===== config.mk =====
export PLATFORM = sky130hd
export DESIGN_NAME = rs_dec_feeder_flat
export DESIGN_NICKNAME = d
export VERILOG_FILES = /design/src/rtl/rs_dec_pkg.sv /design/src/rtl/rs_dec_feeder_if.sv /design/src/rtl/rs_dec_out_framer.sv /design/src/rtl/rs_dec_feeder.sv /design/src/flat_wrapper.sv
export SDC_FILE = /design/constraint.sdc
export NUM_CORES = 1
export LEC_CHECK = 0
export BUFFER_PORTS_ARGS = -buffer_cell sky130_fd_sc_hd__buf_2
export CORE_MARGIN = 5
export CORE_UTILIZATION = 56
export CTS_CLUSTER_DIAMETER = 80
export DETAILED_ROUTE_END_ITERATION = 10
export MAX_ROUTING_LAYER = met4
export PLACE_DENSITY = 0.86
export SLEW_MARGIN = 5
export SYNTH_ARGS = -nofsm -noshare
export SYNTH_HDL_FRONTEND = slang
export SYNTH_SLANG_ARGS = --single-unit

===== constraint.sdc =====
create_clock -name clk -period 5.6 [get_ports clk]
set_clock_uncertainty 0.15 [all_clocks]
set_input_delay 0.56 -clock clk [delete_from_list [all_inputs] [get_ports clk]]
set_output_delay 0.56 -clock clk [all_outputs]
set_load 0.02 [all_outputs]

===== src/rtl/rs_dec_pkg.sv =====
// Shared constants, FSM state type and helpers for the RS(204,188) decoder feeder.
package rs_dec_pkg;

    localparam int RS_N          = 204;
    localparam int RS_K          = 188;
    localparam int CE_PERIOD_MIN = 8;

    localparam int CNT_W      = 8;
    localparam int TIMER_W    = 8;
    localparam int INFLIGHT_W = 3;
    localparam int STAT_W     = 16;

    typedef enum logic [2:0] {
        ST_FLUSH,
        ST_SETTLE,
        ST_IDLE,
        ST_STROBE,
        ST_GAP
    } feed_state_t;

    // Statistics counters stick at all-ones instead of wrapping.
    function automatic logic [STAT_W-1:0] sat_inc(input logic [STAT_W-1:0] v);
        return (v == {STAT_W{1'b1}}) ? v : v + STAT_W'(1);
    endfunction

endpackage


===== src/rtl/rs_dec_feeder_if.sv =====
// Upstream byte stream and framed decoded-output stream of the RS decoder feeder.
interface rs_dec_feeder_if;

    logic [7:0] s_data;
    logic       s_valid;
    logic       s_sof;
    logic       s_ready;

    logic [7:0] m_data;
    logic       m_valid;
    logic       m_sof;
    logic       m_eof;

    modport master (
        output s_data, s_valid, s_sof,
        input  s_ready,
        input  m_data, m_valid, m_sof, m_eof
    );

    modport slave (
        input  s_data, s_valid, s_sof,
        output s_ready,
        output m_data, m_valid, m_sof, m_eof
    );

endinterface


===== src/rtl/rs_dec_out_framer.sv =====
// Registers decoder output bytes and frames them into 188-byte blocks with sof/eof.
module rs_dec_out_framer
    import rs_dec_pkg::*;
(
    input  logic       clk,
    input  logic       reset,
    input  logic       clear,
    input  logic [7:0] dec_out,
    input  logic       dec_ceo,
    input  logic       dec_valid,
    output logic [7:0] m_data,
    output logic       m_valid,
    output logic       m_sof,
    output logic       m_eof,
    output logic       eof_pulse
);

    localparam logic [CNT_W-1:0] OUT_LAST = CNT_W'(RS_K - 1);

    logic [CNT_W-1:0] out_cnt;
    logic             take;

    assign take = dec_ceo && dec_valid;

    always_ff @(posedge clk or negedge reset) begin
        if (!reset) begin
            m_data  <= '0;
            m_valid <= 1'b0;
            m_sof   <= 1'b0;
            m_eof   <= 1'b0;
            out_cnt <= '0;
        end else begin
            m_valid <= take;
            m_sof   <= take && (out_cnt == '0);
            m_eof   <= take && (out_cnt == OUT_LAST);
            if (take) begin
                m_data <= dec_out;
            end
            // A resync clears the position even if a byte is taken this cycle.
            if (clear) begin
                out_cnt <= '0;
            end else if (take) begin
                out_cnt <= (out_cnt == OUT_LAST) ? '0 : out_cnt + CNT_W'(1);
            end
        end
    end

    assign eof_pulse = m_eof;

endmodule


===== src/rtl/rs_dec_feeder.sv =====
// Paces bytes into RS_dec with a CE strobe, handles resync and frames decoder output.
// Optional statistics counters are built when RS_FEED_STATS_EN is defined.
module rs_dec_feeder
    import rs_dec_pkg::*;
#(
    parameter int CE_PERIOD    = 8,
    parameter int RST_CYCLES   = 6,
    parameter int MAX_INFLIGHT = 2
) (
    input  logic              clk,
    input  logic              reset,
    rs_dec_feeder_if.slave    bus,
    output logic              dec_reset,
    output logic              dec_ce,
    output logic [7:0]        dec_in,
    input  logic [7:0]        dec_out,
    input  logic              dec_ceo,
    input  logic              dec_valid,
    output logic              sync_err,
    output logic [STAT_W-1:0] blk_in_cnt,
    output logic [STAT_W-1:0] blk_out_cnt,
    output logic [STAT_W-1:0] sync_err_cnt
);

    localparam logic [TIMER_W-1:0]    RST_LAST = TIMER_W'(RST_CYCLES - 1);
    localparam logic [TIMER_W-1:0]    GAP_LAST = TIMER_W'(CE_PERIOD - 3);
    localparam logic [CNT_W-1:0]      IN_LAST  = CNT_W'(RS_N - 1);
    localparam logic [INFLIGHT_W-1:0] MAX_IF   = INFLIGHT_W'(MAX_INFLIGHT);

    feed_state_t             state;
    feed_state_t             state_next;
    logic [TIMER_W-1:0]      timer;
    logic [CNT_W-1:0]        in_cnt;
    logic [INFLIGHT_W-1:0]   inflight;
    logic                    pending;
    logic                    s_ready_int;
    logic                    accept;
    logic                    resync;
    logic                    blk_done;
    logic                    eof_pulse;

    assign accept   = bus.s_valid && s_ready_int;
    assign resync   = accept && bus.s_sof && (in_cnt != '0);
    assign blk_done = dec_ce && (in_cnt == IN_LAST);
    assign bus.s_ready = s_ready_int;

    // The timer restarts on every state change and measures time spent in the current state.
    always_ff @(posedge clk or negedge reset) begin
        if (!reset) begin
            state <= ST_FLUSH;
            timer <= '0;
        end else begin
            state <= state_next;
            timer <= (state_next != state) ? '0 : timer + TIMER_W'(1);
        end
    end

    always_comb begin
        state_next = state;
        case (state)
            ST_FLUSH:  if (timer == RST_LAST) state_next = ST_SETTLE;
            ST_SETTLE: if (timer == TIMER_W'(1)) state_next = pending ? ST_STROBE : ST_IDLE;
            ST_IDLE:   if (accept) state_next = resync ? ST_FLUSH : ST_STROBE;
            ST_STROBE: state_next = ST_GAP;
            ST_GAP:    if (timer == GAP_LAST) state_next = ST_IDLE;
            default:   state_next = ST_FLUSH;
        endcase
    end

    // New blocks stall once too many codewords are inside the decoder; a started block never does.
    always_comb begin
        dec_reset   = 1'b0;
        dec_ce      = 1'b0;
        s_ready_int = 1'b0;
        case (state)
            ST_FLUSH:  dec_reset = 1'b1;
            ST_IDLE:   s_ready_int = (in_cnt != '0) || (inflight < MAX_IF);
            ST_STROBE: dec_ce = 1'b1;
            default:   ;
        endcase
    end

    // A misaligned sof restarts the decoder; the byte that carried it is replayed as byte 0.
    always_ff @(posedge clk or negedge reset) begin
        if (!reset) begin
            dec_in   <= '0;
            in_cnt   <= '0;
            inflight <= '0;
            pending  <= 1'b0;
            sync_err <= 1'b0;
        end else begin
            sync_err <= resync;
            if (accept) begin
                dec_in <= bus.s_data;
            end
            if (resync) begin
                pending <= 1'b1;
            end else if (dec_ce) begin
                pending <= 1'b0;
            end
            if (resync) begin
                in_cnt <= '0;
            end else if (dec_ce) begin
                in_cnt <= (in_cnt == IN_LAST) ? '0 : in_cnt + CNT_W'(1);
            end
            if (resync) begin
                inflight <= '0;
            end else if (blk_done && !eof_pulse) begin
                inflight <= inflight + INFLIGHT_W'(1);
            end else if (eof_pulse && !blk_done && (inflight != '0)) begin
                inflight <= inflight - INFLIGHT_W'(1);
            end
        end
    end

    rs_dec_out_framer u_framer (
        .clk       (clk),
        .reset     (reset),
        .clear     (resync),
        .dec_out   (dec_out),
        .dec_ceo   (dec_ceo),
        .dec_valid (dec_valid),
        .m_data    (bus.m_data),
        .m_valid   (bus.m_valid),
        .m_sof     (bus.m_sof),
        .m_eof     (bus.m_eof),
        .eof_pulse (eof_pulse)
    );

`ifdef RS_FEED_STATS_EN
    // Statistics survive resyncs; only the hardware reset clears them.
    always_ff @(posedge clk or negedge reset) begin
        if (!reset) begin
            blk_in_cnt   <= '0;
            blk_out_cnt  <= '0;
            sync_err_cnt <= '0;
        end else begin
            if (blk_done)  blk_in_cnt   <= sat_inc(blk_in_cnt);
            if (eof_pulse) blk_out_cnt  <= sat_inc(blk_out_cnt);
            if (resync)    sync_err_cnt <= sat_inc(sync_err_cnt);
        end
    end
`else
    assign blk_in_cnt   = '0;
    assign blk_out_cnt  = '0;
    assign sync_err_cnt = '0;
`endif

endmodule


===== src/flat_wrapper.sv =====
// flat-port wrapper written by rule: the top's interface ports become plain ports
module rs_dec_feeder_flat import rs_dec_pkg::*;
#(
    parameter int CE_PERIOD    = 8,
    parameter int RST_CYCLES   = 6,
    parameter int MAX_INFLIGHT = 2
)
  (clk, reset, dec_reset, dec_ce, dec_in, dec_out, dec_ceo, dec_valid, sync_err, blk_in_cnt, blk_out_cnt, sync_err_cnt, bus_s_data, bus_s_valid, bus_s_sof, bus_s_ready, bus_m_data, bus_m_valid, bus_m_sof, bus_m_eof);
  rs_dec_feeder_if bus_i ();
  input  logic clk;
  input  logic reset;
  output logic dec_reset;
  output logic dec_ce;
  output logic [7:0] dec_in;
  input  logic [7:0] dec_out;
  input  logic dec_ceo;
  input  logic dec_valid;
  output logic sync_err;
  output logic [STAT_W-1:0] blk_in_cnt;
  output logic [STAT_W-1:0] blk_out_cnt;
  output logic [STAT_W-1:0] sync_err_cnt;
  input wire logic [$bits(bus_i.s_data)-1:0] bus_s_data;
  input wire logic [$bits(bus_i.s_valid)-1:0] bus_s_valid;
  input wire logic [$bits(bus_i.s_sof)-1:0] bus_s_sof;
  output wire logic [$bits(bus_i.s_ready)-1:0] bus_s_ready;
  output wire logic [$bits(bus_i.m_data)-1:0] bus_m_data;
  output wire logic [$bits(bus_i.m_valid)-1:0] bus_m_valid;
  output wire logic [$bits(bus_i.m_sof)-1:0] bus_m_sof;
  output wire logic [$bits(bus_i.m_eof)-1:0] bus_m_eof;
  assign bus_i.s_data = bus_s_data;
  assign bus_i.s_valid = bus_s_valid;
  assign bus_i.s_sof = bus_s_sof;
  assign bus_s_ready = bus_i.s_ready;
  assign bus_m_data = bus_i.m_data;
  assign bus_m_valid = bus_i.m_valid;
  assign bus_m_sof = bus_i.m_sof;
  assign bus_m_eof = bus_i.m_eof;
  rs_dec_feeder #(.CE_PERIOD(CE_PERIOD), .RST_CYCLES(RST_CYCLES), .MAX_INFLIGHT(MAX_INFLIGHT)) u_core (.clk(clk), .reset(reset), .bus(bus_i), .dec_reset(dec_reset), .dec_ce(dec_ce), .dec_in(dec_in), .dec_out(dec_out), .dec_ceo(dec_ceo), .dec_valid(dec_valid), .sync_err(sync_err), .blk_in_cnt(blk_in_cnt), .blk_out_cnt(blk_out_cnt), .sync_err_cnt(sync_err_cnt));
endmodule

== Word level (Yosys, flattened, before mapping) ==
Index checks and enable logic that the tools add are counted.

* Register bits after elaboration: 51
* Bits of input ports: 22
* Output and inout bits: 71

* Add/sub/neg operators: 5
* Order comparisons: 1
* Equality and inequality tests: 9
* Mux-type cells: 22
* Reductions and logical operators: 20

{| class="wikitable"
|+ Operator list
! operator !! count
|-
| 8-bit two-way mux || 7
|-
| 8-bit by 1-bit adder with 8-bit output (second input constant) || 3
|-
| 3-bit two-way mux || 7
|-
| 8-bit equality test (second input constant) || 2
|-
| 3-bit one-hot mux with 5 select lines || 1
|-
| 1-bit logical AND || 10
|-
| 8-bit by 1-bit equality test with 1-bit output (second input constant) || 1
|-
| 8-bit by 3-bit equality test with 1-bit output (second input constant) || 1
|-
| 8-bit zero test || 1
|-
| 8-bit nonzero test || 1
|-
| 3-bit by 2-bit equality test with 1-bit output (second input constant) || 2
|-
| 1-bit two-way mux || 6
|-
| 3-bit nonzero test || 2
|-
| 2-bit nonzero test || 2
|-
| 3-bit by 1-bit adder with 3-bit output (second input constant) || 1
|-
| 3-bit by 1-bit equality test with 1-bit output (second input constant) || 1
|-
| 3-bit equality test (second input constant) || 1
|-
| 3-bit zero test || 1
|-
| 3-bit by 2-bit less-than comparator with 1-bit output (second input constant) || 1
|-
| 3-bit != test || 1
|-
| 3-bit by 1-bit subtractor with 3-bit output (second input constant) || 1
|-
| 1-bit zero test || 2
|-
| 2-bit two-way mux || 1
|-
| 1-bit logical OR || 1
|}

== Longest topological paths before layout ==
Gate-level depths: netlist of the first run.

* Depth after elaboration: 11
* Mapped depth: 9

== Modules after synthesis ==
Synthesis of the first run repeated with hierarchy kept, for this count alone.

* Cell total of the unflattened synthesis: 312
* Area total of the unflattened synthesis: 3067.9 sq um

{| class="wikitable"
|+ Modules (own cells, without submodules)
! module !! times used !! cells each !! area an instance (sq um) !! sequential area each (sq um)
|-
| rs_dec_feeder || 1 || 221 || 2208.4 || 800.8
|-
| rs_dec_out_framer || 1 || 91 || 859.6 || 475.5
|}

== Worst setup path after synthesis of the first run ==
OpenSTA, ideal clock, no wires.

* Kind: register to register
* Start point: reg u_core.in_cnt[5]
* End point: reg u_core.inflight[2]
* Library setup time: 136 ps
* Data arrival time: 2000 ps
* Required time: 5314 ps
* Setup slack: 3314 ps
* Cell stages (with the launch flop): 9
* Buffers on the path: 0
* Clock period less this slack: 2286 ps
* Cell sequence: dfrtp_1 > or3_4 > nor3_4 > nand2_1 > fa_1 > nand2b_1 > nor4_1 > a211oi_1 > nor3_1

* Word-level cells in the longest chain between the ends: 7
* Elaborated cells on any way between the ends: 15
* Classes of those cells: eq/ne (1); mux (3); reduce/logical (11)

{| class="wikitable"
|+ Ends and longest elaborated chain
! item !! RTL line !! RTL
|-
| start: declaration || rs_dec_feeder.sv:33 || <nowiki>logic [CNT_W-1:0] in_cnt;</nowiki>
|-
| start signal: assignment || rs_dec_feeder.sv:104 || <nowiki>in_cnt <= (in_cnt == IN_LAST) ? '0 : in_cnt + CNT_W'(1);</nowiki>
|-
| 8-bit nonzero test || rs_dec_feeder.sv:43, rs_dec_feeder.sv:77 ||
|-
| 1-bit logical OR || rs_dec_feeder.sv:77 || <nowiki>ST_IDLE: s_ready_int = (in_cnt != '0) || (inflight < MAX_IF);</nowiki>
|-
| 1-bit two-way mux || rs_dec_feeder.sv:75 || <nowiki>case (state)</nowiki>
|-
| 1-bit logical AND || rs_dec_feeder.sv:42 || <nowiki>assign accept = bus.s_valid && s_ready_int;</nowiki>
|-
| 1-bit logical AND (2 in series) || rs_dec_feeder.sv:43 || <nowiki>assign resync = accept && bus.s_sof && (in_cnt != '0);</nowiki>
|-
| 3-bit nonzero test (no source line) or 3-bit two-way mux (tied branches) || - ||
|-
| end signal: assignment || rs_dec_feeder.sv:109 || <nowiki>inflight <= inflight + INFLIGHT_W'(1);</nowiki>
|-
| end signal: assignment || rs_dec_feeder.sv:111 || <nowiki>inflight <= inflight - INFLIGHT_W'(1);</nowiki>
|-
| end: declaration || rs_dec_feeder.sv:34 || <nowiki>logic [INFLIGHT_W-1:0] inflight;</nowiki>
|}

Parallel ways exist; a longest one is shown, timed or not.
A chain may end at the register's enable or synchronous reset.

== Worst setup path in the final report of the first run ==
Same ends and word-level chain as after synthesis.

==> results of run 1 <==
layout make-up:
class | instances | share of cell area, %
multi-input combinational | 244 | 46.5
timing repair buffer | 46 | 7.21
clock buffer | 5 | 2.11
tap | 72 | 2.76
inverter | 10 | 1.15
sequential | 51 | 39.1
clock inverter | 2 | 1.15
state kept, by name (all words and copies together), names as in the netlist:
| register | count |
|---|---|
| u_core.u_framer.m_data | 8 |
| u_core.dec_in | 8 |
| u_core.timer | 8 |
| u_core.pending | 1 |
| u_core.u_framer.eof_pulse | 1 |
| u_core.sync_err | 1 |
| u_core.u_framer.m_valid | 1 |
| u_core.u_framer.out_cnt | 8 |
| u_core.u_framer.m_sof | 1 |
| u_core.inflight | 3 |
| u_core.in_cnt | 8 |
| u_core.state | 3 |
stage by stage:
stage	utilization [%]	setup slack, ns	hold slack [ns]
2_1_floorplan	-	3.31	0.114
3_3_place_gp	58.0	3.26	0.306
3_5_place_dp	58.0	3.17	0.313
4_1_cts	60.0	3.16	0.225
5_1_grt	60.0	2.92	0.272
6_report	60.0	3.17	0.206
critical path, delay by kind of cell, from the launching register on:
kind / cells / cell delay, ns
AOI/OAI and AO/OA: 1 / 0.21
adders and majority gates: 1 / 0.43
DFF: 1 / 0.48
and+or+nand+nor: 6 / 1.06
metal layers:
layer | GRT usage [%] | up-vias
met5 | - | -
met4 | 4.53 | 0
met3 | 4.02 | 4
met2 | 28.8 | 64
met1 | 23.5 | 1100
li1 | - | 1114
power by group:
group,switching (uW),leakage [uW],total [uW],internal (uW)
Sequential,160,0.000652,644,484
Combinational,319,0.000902,570,250
Clock,119,0.0000502,250,131
path summary, 6_finish.rpt:
kind,start,endpoint,slack [ns],cells past startpoint
max in group asynchronous,reset,u_core.sync_err,4.67,2
min,reset,u_core.in_cnt[4],0.21,2
min reg2reg,u_core.u_framer.m_data[1],u_core.u_framer.m_data[1],0.34,2
max,u_core.in_cnt[5],u_core.inflight[2],3.17,8
min in group clk,dec_out[1],u_core.u_framer.m_data[1],0.29,3
max reg2reg,u_core.in_cnt[5],u_core.inflight[2],3.17,8
layout by cell type, fill, tap and decap left out, types with 5 or more instances in the layout:
cell type / netlist / layout
ha_1: 6 / 6
a311oi_1: 6 / 6
nor3_1: 5 / 5
conb_1: 1 / 48
nand3_1: 14 / 14
nand4_1: 5 / 5
nor4_1: 11 / 11
nor2_1: 15 / 15
buf_2: 2 / 44
dfrtp_1: 51 / 51
nand2_1: 45 / 45
inv_1: 8 / 8
a31oi_1: 5 / 5
mux2_4: 8 / 8
clkbuf_8: 0 / 5
a21oi_1: 12 / 12
xnor2_1: 5 / 5
kinds of logic (layout without fill, tap and decap cells):
group | after synthesis | after routing
flops | 51 | 51
other cells | 1 | 48
buf+inv | 71 | 63
fa+ha+maj | 7 | 7
mux | 10 | 10
xor+xnor | 9 | 9
simple gates | 120 | 120
compound gates | 50 | 50
==> flow_summary.ini, run 1 <==
[placement]
placed_cell_area_sq_um = 3160
buffer_ports.inserted = 44
gp_congestion = 0.869
placed_cells = 423
dp_hpwl_mm = 4.30

[synth]
synth_cells = 319
synth_area_per_cell_sq_um = 9.68
synth-xor-area-share_pct = 2.55
synth_cell_types = 55
yosys.area.top_type = dfrtp_1
ys_ff_latch = 51
synth.mux.area_fraction_pct = 4.54
synth_compound_area_share_pct = 11.7
synth_area_sq_um = 3090
synth.area.top_cells = dfrtp_1 41%, buf_4 13%, nand2_1 5.5%
synth-edff-count = 0
ys.flop_type = dfrtp_1
synth_top_area_share_pct = 41.3
yosysWarningCount = 0
yosysMostFrequentCell = buf_4
async_flop_share_pct = 100
synth-adder-area-share_pct = 3.08
yosysSeqAreaShare_pct = 41.3
synth_top_family_by_area = simple AND/OR/NAND/NOR gates
synth_simple_gate_area_share_pct = 21.5
synth_common_cells = 52 x buf_4, 51 x dfrtp_1, 45 x nand2_1

[clock_network]
cts_tree = built
clock_sinks = 51
cts_htree_levels = 2
cts_buffers = 5
clock_path_buffers = 2
clkLatencyLatePin_ns = 0.30
clk_pin_slew_worst_paths_ns = 0.10
postCtsSetupBuffers = 0
ctsResizeCount = 0
cts_root_buf = clkbuf_8
hold_buffers = 0

[die]
die_h_microns = 84.3
die_w_microns = 84.3
ios = 93
fp.coreArea_sq_um = 5440
start_util_pct = 56.8
rows = 27
die_area_sq_um = 7100

[pwr]
leakagePower_uw = 0.00160
p_per_area_nw_per_um2 = 449
power_uw = 1460
vdd_ir_drop_max_mv = 0.203

[routing]
route.detailed.drc = 0
highest_layer = met4
ant_nets = 0
viasPerCell = 5.31
drt_iter0_drc = 173
met3_length_microns = 340
first_pass_iters = 4
dr_total_vias = 2282
wl_met2_mm = 3.05
routedWlPerCell_microns = 13.9
wl_met1_mm = 2.57
routed_wirelength_mm = 5.99

[cells_and_area]
drive_gt1_share_pct = 20.1
fillers = 471
final_area_sq_um = 3260
multiInputGateArea_sq_um = 1520
layout.cells.non_filler = 430
area_growth_pct = 5.63
regArea_sq_um = 1280
nets = 387
diodes = 0

[sta]
post-route-min-period_ns = 2.43
hold_viol_final = 0
finalMaxSlewViolations = 0
post-route-period-util_pct = 43.4
finalSetupViolCount = 0
relSlewSlack_pct = 58.1
tns_ns = 0
fmax_mhz = 411
worst-slew-pin-transition_ns = 0.629
rsz0062_at_grt = false

[grt]
antenna_found_initial = 0
grt_usage_pct = 18.1
grt_max_degree = 52
grt_pass1_vias = 2295
grt_pass1_wl_mm = 10.4
grt.overflow.total = 0

[critical_path]
crit_path_top_delay_cell = dfrtp_1
startpoint_type = register
required_ns = 5.64
crit_chain = or3_4 > nor3_4 > nand2_1 > fa_1 > nand2b_1 > nor4_1 > a211oi_1 > nor3_1
worstPathMaxFanout = 6
critPathMaxStageDelay_ns = 0.48
crit_path_end_kind = register
crit_arrival_ns = 2.47
critical_path_class = reg -> reg

[status]
status = finished clean

[job]
cap_violations = 0

[min_path]
hold_path_class = in -> async
Note: power is estimated with default switching activity, not from simulation.
==> run 2, diff against run 1 <==
CORE_UTILIZATION = 52   (was 56)
PLACE_DENSITY = 0.81   (was 0.86)
clock period = 2.5 ns   (was 5.6 ns; I/O delays follow)
==> flow_summary.ini, run 2 (synthesis gave the netlist of run 1 again) <==
[status]
status = finished clean

[job]
cap_violations = 0

[sta]
relSlewSlack_pct = 39.9
hold_viol_final = 0
rsz0062_at_grt = false
finalSetupViolCount = 0
tns_ns = 0
setup_slack_ns = 0.173
post-route-min-period_ns = 2.33
finalMaxSlewViolations = 0
worst-slew-pin-transition_ns = 0.901
post-route-period-util_pct = 93.1
fmax_mhz = 430

[routing]
ant_nets = 0
route.detailed.drc = 0
viasPerCell = 5.24
drt_iter0_drc = 160
routed_wirelength_mm = 6.30
first_pass_iters = 4
dr_total_vias = 2349
routedWlPerCell_microns = 14.1

[die]
die_area_sq_um = 7580
die_h_microns = 87.1
die_w_microns = 87.1
rows = 28
fp.coreArea_sq_um = 5850
start_util_pct = 52.8
ios = 93

[critical_path]
regToRegStartpoint = u_core.in_cnt[2]
startpoint_type = register
crit_path_end_kind = register
crit_arrival_ns = 2.35
required_ns = 2.52
crit_chain = or3_4 > nor3_4 > nand2_1 > fa_1 > nand2b_1 > nor4_1 > a211oi_1 > nor3_1
critical_path_class = reg -> reg
crit_path_top_delay_cell = dfrtp_1
worstPathMaxFanout = 6
critPathMaxStageDelay_ns = 0.46
crit_start = u_core.in_cnt[2]

[grt]
grt_pass1_wl_mm = 10.3
grt_max_degree = 42
grt_pass1_vias = 2243
grt.overflow.total = 0
antenna_found_initial = 0
grt_usage_pct = 17.5

[clock_network]
clkLatencyLatePin_ns = 0.30
clock_sinks = 51
ctsResizeCount = 0
hold_buffers = 8
cts_root_buf = clkbuf_8
clk_pin_slew_worst_paths_ns = 0.09
cts_htree_levels = 2
clock_path_buffers = 2
postCtsSetupBuffers = 0
cts_tree = built
cts_buffers = 5

[cells_and_area]
area_growth_pct = 9.92
drive_gt1_share_pct = 20.9
layout_commonest_cell = dfrtp_1
diodes = 0
nets = 402
layout_common_cells = 51 x dfrtp_1, 48 x conb_1, 45 x nand2_1

[placement]
gp_congestion = 0.817
place_ws_ns = 0.196
buffer_ports.inserted = 44
dp_hpwl_mm = 4.39

[pwr]
leakagePower_uw = 0.00167
vdd_ir_drop_max_mv = 0.407
p_sw_uw = 1340
power_frac_seq_pct = 42.4
p_comb_share_pct = 40.9
internal_power_uw = 1980
p_per_area_nw_per_um2 = 979
pwr-share-clk_pct = 16.7
sw_frac_of_total_pct = 40.3

[min_path]
worstHoldStart = dec_out[0]
hold_path_class = in -> reg
[run 2: worst max-delay path, delay by kind of cell, from the launching register on]
| family | cells | cell delay (ns) |
|---|---|---|
| compound gates | 1 | 0.22 |
| fa+ha+maj | 1 | 0.43 |
| simple gates | 6 | 0.95 |
| flops | 1 | 0.46 |
[run 2: area by class of cell]
cell class / count / area [sq um]
clock buffer: 6 / 72.6
sequential: 51 / 1280
tap: 75 / 93.8
fill: 497 / 2450
inverter: 10 / 37.5
clock inverter: 1 / 30.0
multi-input combinational: 244 / 1520
timing repair buffer: 61 / 368
[run 2: per-layer routing]
layer / part of all wire [%] / track usage, % / up-vias
li1: - / - / 1141
met1: 43 / 22.2 / 1113
met2: 49 / 28.2 / 91
met3: 7.5 / 4.35 / 4
met4: 0.59 / 4.39 / 0
met5: 0 / - / -
[run 2: final timing paths]
path	slack (ns)	endpoint	cells after the start
max	0.17	u_core.inflight[2]	8
min	0.009	u_core.u_framer.m_data[0]	3
max reg2reg	0.17	u_core.inflight[2]	8
min reg2reg	0.34	u_core.u_framer.m_data[3]	2
max in group asynchronous	1.08	u_core.dec_in[4]	3
min in group asynchronous	0.46	u_core.inflight[1]	2
[run 2: stage by stage]
stage / power [uW] / util, % / instances / cell area (sq um) / hold slack (ns)
2_1_floorplan: 2500 / - / 366 / 3270 / -0.196
3_3_place_gp: 2720 / 54.9 / 433 / 3210 / 0.273
3_5_place_dp: 2770 / 54.9 / 433 / 3210 / 0.279
4_1_cts: 3340 / 58.0 / 448 / 3400 / 0.00219
5_1_grt: 3560 / 58.0 / 448 / 3400 / 0.0105
6_report: 3320 / 58.0 / 448 / 3400 / 0.00891
[run 2: power groups by stage]
stage               Clock, uW  Combinational (uW)  Sequential, uW
floorplan                   0                1080            1420
global placement            0                1310            1400
detailed placement          0                1360            1410
CTS                       568                1370            1400
global route              595                1520            1450
finish                    554                1360            1410
==> run 3, diff against run 2 <==
BUFFER_PORTS_ARGS = unset   (was -buffer_cell sky130_fd_sc_hd__buf_2)
CORE_UTILIZATION = 64   (was 52)
DONT_BUFFER_PORTS = 1   (was unset)
PLACE_DENSITY = 0.8   (was 0.81)
==> flow_summary.ini, run 3 (synthesis gave the netlist of run 1 again) <==
[grt]
grt_pass1_wl_mm = 10.7
grt_usage_pct = 22.4
antenna_found_initial = 0
grt_pass1_vias = 2304
grt.overflow.total = 0
grt_max_degree = 52

[critical_path]
startpoint_type = register
crit_arrival_ns = 2.36
crit_path_end_kind = register
worstPathMaxFanout = 6
required_ns = 2.55
critical_path_class = reg -> reg

[sta]
relSlewSlack_pct = 61.5
post-route-min-period_ns = 2.31
hold_viol_final = 0
setup_slack_ns = 0.188
worst-slew-pin-transition_ns = 0.575
finalMaxSlewViolations = 0
rsz0062_at_grt = false
post-route-period-util_pct = 92.5
tns_ns = 0
fmax_mhz = 432
finalSetupViolCount = 0

[routing]
ant_nets = 0
viasPerCell = 5.72
routedWlPerCell_microns = 16.5
drt_iter0_drc = 195
routed_wirelength_mm = 6.58
dr_total_vias = 2278
route.detailed.drc = 0
first_pass_iters = 4

[clock_network]
clkLatencyLatePin_ns = 0.32
clk_pin_slew_worst_paths_ns = 0.10
clock_path_buffers = 2
cts_root_buf = clkbuf_8
cts_buffers = 5
cts_htree_levels = 2
clock_sinks = 51
cts_tree = built

[cells_and_area]
layout_common_cells = 50 x dfrtp_1, 48 x conb_1, 45 x nand2_1
nets = 372
diodes = 0
drive_gt1_share_pct = 12.5
layout_commonest_cell = dfrtp_1
area_growth_pct = 6.76
fillers = 351

[pwr]
leakagePower_uw = 0.00156
vdd_ir_drop_max_mv = 0.699
p_per_area_nw_per_um2 = 989

[die]
ios = 93
fp.coreArea_sq_um = 4690
die_w_microns = 79.5
start_util_pct = 65.8
die_area_sq_um = 6320
rows = 25
die_h_microns = 79.5

[job]
cap_violations = 0

[placement]
gp_congestion = 0.879
dp_hpwl_mm = 4.26
place_ws_ns = 0.192
buffer_ports.inserted = 0

[status]
status = finished clean

[min_path]
hold_path_class = in -> reg
-- run 3: cell count changes in the layout (fill, tap and decap cells not counted), sizes merged --
cell / before / now
clkbuf: 6 / 5
inv: 9 / 10
buf: 53 / 14
dlygate4sd3: 8 / 17
clkinv: 1 / 3
bufinv: 1 / 0
-- run 3: path summary, 6_finish.rpt --
kind,startpoint,endpoint,slack [ns],cells past startpoint
hold reg to reg,u_core.pending,u_core.pending,0.37,1
setup / recovery,u_core.in_cnt[2],u_core.inflight[2],0.19,8
hold / removal,dec_valid,u_core.u_framer.m_valid,0.15,3
setup reg to reg,u_core.in_cnt[2],u_core.inflight[2],0.19,8
min in group asynchronous,reset,u_core.inflight[2],0.28,2
max in group asynchronous,reset,u_core.timer[7],1.69,2
-- run 3: through the flow --
step / area (sq um) / cells / util, % / hold slack [ns] / total power, uW
after floorplan: 3270 / 366 / - / -0.196 / 2500
after global placement: 2990 / 371 / 63.7 / -0.194 / 2650
after detailed placement: 2990 / 371 / 63.7 / -0.194 / 2700
after CTS: 3280 / 397 / 70.0 / 0.142 / 3250
after global routing: 3300 / 398 / 70.3 / 0.160 / 3480
final: 3300 / 398 / 70.3 / 0.149 / 3260
-- run 3: repair_timing --
item,in CTS,in global routing
hold buffers,18,0
resized for setup,0,2
buffers inserted,0,1
setup endpoints to repair,0,1
endpoints found under the hold margin,67,0
-- run 3: per-layer routing --
layer	wire (microns)	share of wire, %	vias to the layer above	track usage (%)
met5	0	0	-	-
met4	137	2.1	0	8.25
met1	2660	40	1102	27.1
met3	443	6.7	13	5.87
met2	3340	51	82	36.1
li1	-	-	1081	-
-- run 3: area by class of cell --
| cell class | instances | area (sq um) | area share [%] |
|---|---|---|---|
| multi-input combinational | 244 | 1520 | 46.2 |
| sequential | 51 | 1280 | 38.7 |
| timing repair buffer | 31 | 295 | 8.95 |
| clock buffer | 5 | 68.8 | 2.09 |
| tap | 54 | 67.6 | 2.05 |
| inverter | 10 | 37.5 | 1.14 |
| clock inverter | 3 | 28.8 | 0.873 |
-- run 3: worst max-delay path, cell delays in order, from the launching register on --
cell,delay [ns]
dfrtp_2,0.46
or3_4,0.43
nor3_4,0.20
nand2_1,0.09
fa_1,0.43
nand2b_1,0.10
nor4_1,0.05
a211oi_1,0.22
nor3_1,0.07
-- run 3: power breakdown --
part / total, uW / internal, uW / leakage [uW] / switching, uW
Sequential: 1500 / 1080 / 0.000650 / 414
Clock: 513 / 208 / 0.0000502 / 306
Combinational: 1250 / 575 / 0.000855 / 674
Total: 3260 / 1870 / 0.00156 / 1390
